`src/rtl/imem_loader_ctrl.sv`:
```
// ---------------------------------------------------------------------------
// imem_loader_ctrl
//
// Boot / program-load controller for the multicycle core's shared data
// memory. While a load is in progress the core is held in reset and the
// controller owns the external dmem path (IEA/IED/XWE selects). Host words
// are written to consecutive word addresses starting at BASE. The words are
// then read back and summed. The core is released only if the read-back sum
// matches the sum of the written words. On a mismatch, err is raised and the
// core stays held.
//
// Ports:
//   clk, reset     system clock, synchronous active-high reset
//   start          single-cycle pulse that begins a load (IDLE/RUN/FAIL only)
//   load_len       requested word count, sampled on start, clamped to DEPTH
//   s_valid/s_data host word stream; s_ready = controller accepts this cycle
//   rdata          dmem read data (asynchronous read of ext_addr)
//   ext_sel        1 = controller owns the dmem address/data/we path
//   ext_we         dmem write enable (combinational from s_valid in LOAD)
//   ext_addr       dmem byte address, BASE + 4*(idx mod DEPTH) in the window
//   ext_wdata      dmem write data
//   cpu_hold       OR'd into the core reset
//   done / err     load verified and core running / verify mismatch
//   checksum       modulo-2^Width sum of the words written in this load
//   words_loaded   handshakes accepted in the current load
// ---------------------------------------------------------------------------
module imem_loader_ctrl #(
  parameter int Width = 32,
  parameter int DEPTH = 128,
  parameter int BASE  = 0
) (
  input  logic             clk,
  input  logic             reset,
  input  logic             start,
  input  logic [7:0]       load_len,
  input  logic             s_valid,
  input  logic [Width-1:0] s_data,
  output logic             s_ready,
  input  logic [Width-1:0] rdata,
  output logic             ext_sel,
  output logic             ext_we,
  output logic [Width-1:0] ext_addr,
  output logic [Width-1:0] ext_wdata,
  output logic             cpu_hold,
  output logic             done,
  output logic             err,
  output logic [Width-1:0] checksum,
  output logic [7:0]       words_loaded
);

  localparam int AW = $clog2(DEPTH);
  localparam logic [Width-1:0] BASE_V = Width'(BASE);

  localparam logic [2:0] ST_IDLE   = 3'd0;
  localparam logic [2:0] ST_LOAD   = 3'd1;
  localparam logic [2:0] ST_VERIFY = 3'd2;
  localparam logic [2:0] ST_CHECK  = 3'd3;
  localparam logic [2:0] ST_RUN    = 3'd4;
  localparam logic [2:0] ST_FAIL   = 3'd5;

  logic [2:0]       state_reg, state_next;
  logic [7:0]       len_reg, len_next;
  logic [7:0]       idx_reg, idx_next;
  logic [Width-1:0] csum_reg, csum_next;
  logic [Width-1:0] rsum_reg, rsum_next;
  logic [7:0]       wl_reg, wl_next;

  logic [7:0]       start_len;
  logic [7:0]       last_idx;
  logic [AW-1:0]    word_off;

  // Requested length clamped to the memory size.
  assign start_len = ({1'b0, load_len} > 9'(DEPTH)) ? 8'(DEPTH) : load_len;
  assign last_idx  = len_reg - 8'd1;

  always_ff @(posedge clk) begin
    if (reset) begin
      state_reg <= ST_IDLE;
      len_reg   <= '0;
      idx_reg   <= '0;
      csum_reg  <= '0;
      rsum_reg  <= '0;
      wl_reg    <= '0;
    end else begin
      state_reg <= state_next;
      len_reg   <= len_next;
      idx_reg   <= idx_next;
      csum_reg  <= csum_next;
      rsum_reg  <= rsum_next;
      wl_reg    <= wl_next;
    end
  end

  always_comb begin
    state_next = state_reg;
    len_next   = len_reg;
    idx_next   = idx_reg;
    csum_next  = csum_reg;
    rsum_next  = rsum_reg;
    wl_next    = wl_reg;
    case (state_reg)
      ST_IDLE, ST_RUN, ST_FAIL: begin
        if (start) begin
          len_next   = start_len;
          idx_next   = '0;
          csum_next  = '0;
          rsum_next  = '0;
          wl_next    = '0;
          // An empty load has nothing to verify: release the core directly.
          state_next = (start_len == 8'd0) ? ST_RUN : ST_LOAD;
        end
      end
      ST_LOAD: begin
        if (s_valid) begin
          csum_next = csum_reg + s_data;
          wl_next   = wl_reg + 8'd1;
          if (idx_reg == last_idx) begin
            idx_next   = '0;
            state_next = ST_VERIFY;
          end else begin
            idx_next = idx_reg + 8'd1;
          end
        end
      end
      ST_VERIFY: begin
        // rdata is the asynchronous read of the address presented this cycle.
        rsum_next = rsum_reg + rdata;
        if (idx_reg == last_idx) begin
          idx_next   = '0;
          state_next = ST_CHECK;
        end else begin
          idx_next = idx_reg + 8'd1;
        end
      end
      ST_CHECK: begin
        state_next = (rsum_reg == csum_reg) ? ST_RUN : ST_FAIL;
      end
      default: begin
        state_next = ST_IDLE;
      end
    endcase
  end

  // Word offset wraps inside the DEPTH-word window; bits above the window
  // come from BASE only, so a full-depth load never leaves dmem.
  assign word_off = BASE_V[AW+1:2] + AW'(idx_reg);

  generate
    if (Width > AW + 2) begin : g_addr_hi
      assign ext_addr = {BASE_V[Width-1:AW+2], word_off, 2'b00};
    end else begin : g_addr_lo
      assign ext_addr = {word_off, 2'b00};
    end
  endgenerate

  assign s_ready      = (state_reg == ST_LOAD);
  assign ext_sel      = (state_reg == ST_LOAD) || (state_reg == ST_VERIFY) ||
                        (state_reg == ST_CHECK);
  assign ext_we       = s_ready && s_valid;
  assign ext_wdata    = s_ready ? s_data : '0;
  assign cpu_hold     = (state_reg != ST_RUN);
  assign done         = (state_reg == ST_RUN);
  assign err          = (state_reg == ST_FAIL);
  assign checksum     = csum_reg;
  assign words_loaded = wl_reg;

endmodule

```
`config.mk`:
```
export PLATFORM = sky130hd
export DESIGN_NAME = imem_loader_ctrl
export DESIGN_NICKNAME = d
export VERILOG_FILES = /design/src/rtl/imem_loader_ctrl.sv
export SDC_FILE = /design/constraint.sdc
export NUM_CORES = 1
export LEC_CHECK = 0
export BUFFER_PORTS_ARGS = -buffer_cell sky130_fd_sc_hd__buf_2
export CAP_MARGIN = 5
export CORE_MARGIN = 2
export CORE_UTILIZATION = 43
export CTS_BUF_LIST = sky130_fd_sc_hd__clkbuf_2
export CTS_CLUSTER_DIAMETER = 80
export DETAILED_ROUTE_END_ITERATION = 8
export PLACE_DENSITY = 0.65
export SLEW_MARGIN = 20
export SYNTH_ARGS = -nofsm -noshare
export SYNTH_HDL_FRONTEND = slang
export SYNTH_SLANG_ARGS = --single-unit
```
`constraint.sdc`:
```
create_clock -name clk -period 3.1 [get_ports clk]
set_input_delay 0.31 -clock clk [delete_from_list [all_inputs] [get_ports clk]]
set_output_delay 0.31 -clock clk [all_outputs]
set_load 0.02 [all_outputs]
```
==> flow_summary.toml <==
[floorplanning]
die_h_um = 135.7
ioPinCount = 186
initial_utilization_pct = 43.58
fp.dieW_um = 135.7
fp.coreArea_um2 = 17120
rows = 48
die_area_um2 = 18420

[routing]
drtIter0Drc = 399
top_layer = "met4"
wl_met3_um = 957
wl_per_cell_um = 16.35
m1WireLength_um = 9953
wirelength_um = 21630
postRouteAntennaNets = 0
vias = 7115
viasPerCell = 5.378
first_pass_iters = 5
route.detailed.drc = 0
met2_length_um = 10510

[yosys]
async_flop_share_pct = 0
avgSynthCellArea_um2 = 7.953
synth_edf_count = 0
yosys.area.top_type = "dfxtp_1"
ys_seq_area_share_pct = 24.42
post_synth_inst_count = 938
synth-seq-cells = 91
yosysWarnings = 0
netlist.area_leader.share_pct = 24.42
yosys-top-cells-area = "dfxtp_1 (24%), ha_1 (11%), xnor2_1 (7.2%)"
yosys.cell_types.count = 66
synthFlopType = "dfxtp_1"
syn_area_um2 = 7460

[sta]
post-route-period-util_pct = 91.85
post-route-min-period_ns = 2.847
relSlewSlack_pct = 28.54
rsz0062_at_grt = "false"
finalHoldViolCount = 0
finalSetupViolCount = 0
worst_pin_slew_ns = 1.068
setup_tns_ns = 0
skew_ns = 0.02887
slew_viol_final = 0
fmax_mhz = 351.2
setup_ws_ns = 0.2525

[outcome]
status = "complete, no violations"

[layout]
nFillCells = 1706
drive_gt1_share_pct = 18.80
final_common_cell = "buf_2"
regArea_um2 = 1822
nets = 1234
mostFrequentLayoutCells = "buf_2 (160), nor2_1 (100), dfxtp_1 (91), nand2_1 (71), a21oi_1 (68)"
multi_input_area_um2 = 5294
final_cells = 1323
areaGrowthSynthToFinish_pct = 14.71

[global_route]
grt_pass1_wl_um = 33450
grtUsageTotal_pct = 23.06
grt_pass1_vias = 6538
grt.overflow.total = 0
grt_antenna_before_repair = 1
grt_max_degree = 35

[power_and_ir_drop]
power.density_nw_per_um2 = 299.5
ir_worst_vdd_mv = 0.1770
p_leak_nw = 4.088

[clock_tree]
h-tree-depth = 3
cts_post_setup_buffers_inserted = 0
cts_tree = "done"
root_buffer = "clkbuf_2"
clkSinkCount = 91
clockBufferDepth = 2
numCtsBuffers = 9
clkTransAtPathRegs_ns = 0.27
clock_latency_ns = 0.63

[critical_path]
worstPathMaxFanout = 5
crit_type = "flop to flop"
worstPathArrival_ns = 3.38
end_kind = "flop"
cp-start-kind = "flop"
crit_required_ns = 3.63

[placement]
gp_congestion = 0.9072
place_inst = 1298
dp_hpwl_um = 16960
port_buffers = 160
pre_cts_ws_ns = 0.1123

[min_path]
hp-class = "input pin to flop"

[flow_run]
maxCapViolations = 0
-- layer usage --
metal | vias to the layer above | GRT usage, %
li1 | 3622 | -
met1 | 3306 | 30.44
met2 | 174 | 39.87
met3 | 13 | 4.003
met4 | 0 | 3.935
met5 | - | 0
-- metrics by stage --
stage | cell area, um^2 | utilization (%) | hold WS (ns) | power [mW]
2_1_floorplan | 7550 | - | 0.4186 | 1.752
3_3_place_gp | 8361 | 48.85 | 0.4713 | 1.936
3_5_place_dp | 8361 | 48.85 | 0.4710 | 1.938
4_1_cts | 8536 | 49.87 | 0.004022 | 2.573
5_1_grt | 8557 | 49.99 | 0.03805 | 2.709
6_report | 8557 | 49.99 | 0.06453 | 2.563
-- critical path: stages, from the launching register on --
cell and delay, ns:
dfxtp_1 0.47, ha_1 0.31, a21o_1 0.18, a21o_1 0.18
a221o_1 0.33, and3_1 0.18, or3_1 0.39, a21o_1 0.21
a21o_1 0.18, a211oi_2 0.23, o21ai_1 0.08
-- kinds of logic after synthesis --
logic type | Yosys count | synth area share (%)
AO/OA/AOI/OAI | 263 | 24.00
XOR/XNOR | 103 | 12.09
adder cells (fa/ha/maj) | 67 | 11.44
buffers and inverters | 81 | 5.938
flip-flops | 91 | 24.42
multiplexers | 5 | 0.6877
other | 1 | 0.05027
AND/OR/NAND/NOR | 327 | 21.37
-- what timing repair did --
item,4_1_cts,5_1_grt
resized for setup,0,1
setup endpoints to repair,0,2
hold endpoints to repair,6,1
hold buffers,6,1
-- power breakdown --
group	switching (mW)	leakage, nW	internal (mW)
clock network	0.445	0.0622	0.188
registers	0.0424	0.736	1.20
logic	0.419	3.29	0.270
-- Yosys cell counts, types with 5 or more instances --
cell and number:
ha_1 65, a22oi_1 25, nand4_1 17, o21a_1 16, clkbuf_1 25, a211oi_1 9, buf_4 33, xor2_1 42
nand3_1 29, o21ai_0 41, xnor2_1 61, nand2b_1 14, a22o_1 15, nand2_1 71, a211o_1 5, nor2_1 100
and2_1 38, a31oi_1 6, o21bai_1 5, a21o_1 34, dfxtp_1 91, a311oi_1 6, inv_1 19, and3_1 9
nor2b_1 8, nor3_1 13, a21oi_1 68, nor4_1 7
-- final cells by class --
cell class,instances,share of cell area [%]
diodes,2,0.05849
clock buffers,10,0.5849
clock inverters,6,0.7603
inverters,19,0.8335
multi-input cells,790,61.87
flip-flops and latches,91,21.29
well taps,225,3.290
repair buffers,180,11.32
-- worst paths after layout --
kind,start,end,slack (ns),depth (start not counted)
max,rsum_reg[14],rsum_reg[29],0.25,10
min,s_data[0],checksum[0],0.06,4
max reg2reg,rsum_reg[14],rsum_reg[29],0.25,10
min reg2reg,len_reg[7],len_reg[7],0.49,2
No activity file was read; power rests on OpenSTA's default activity.
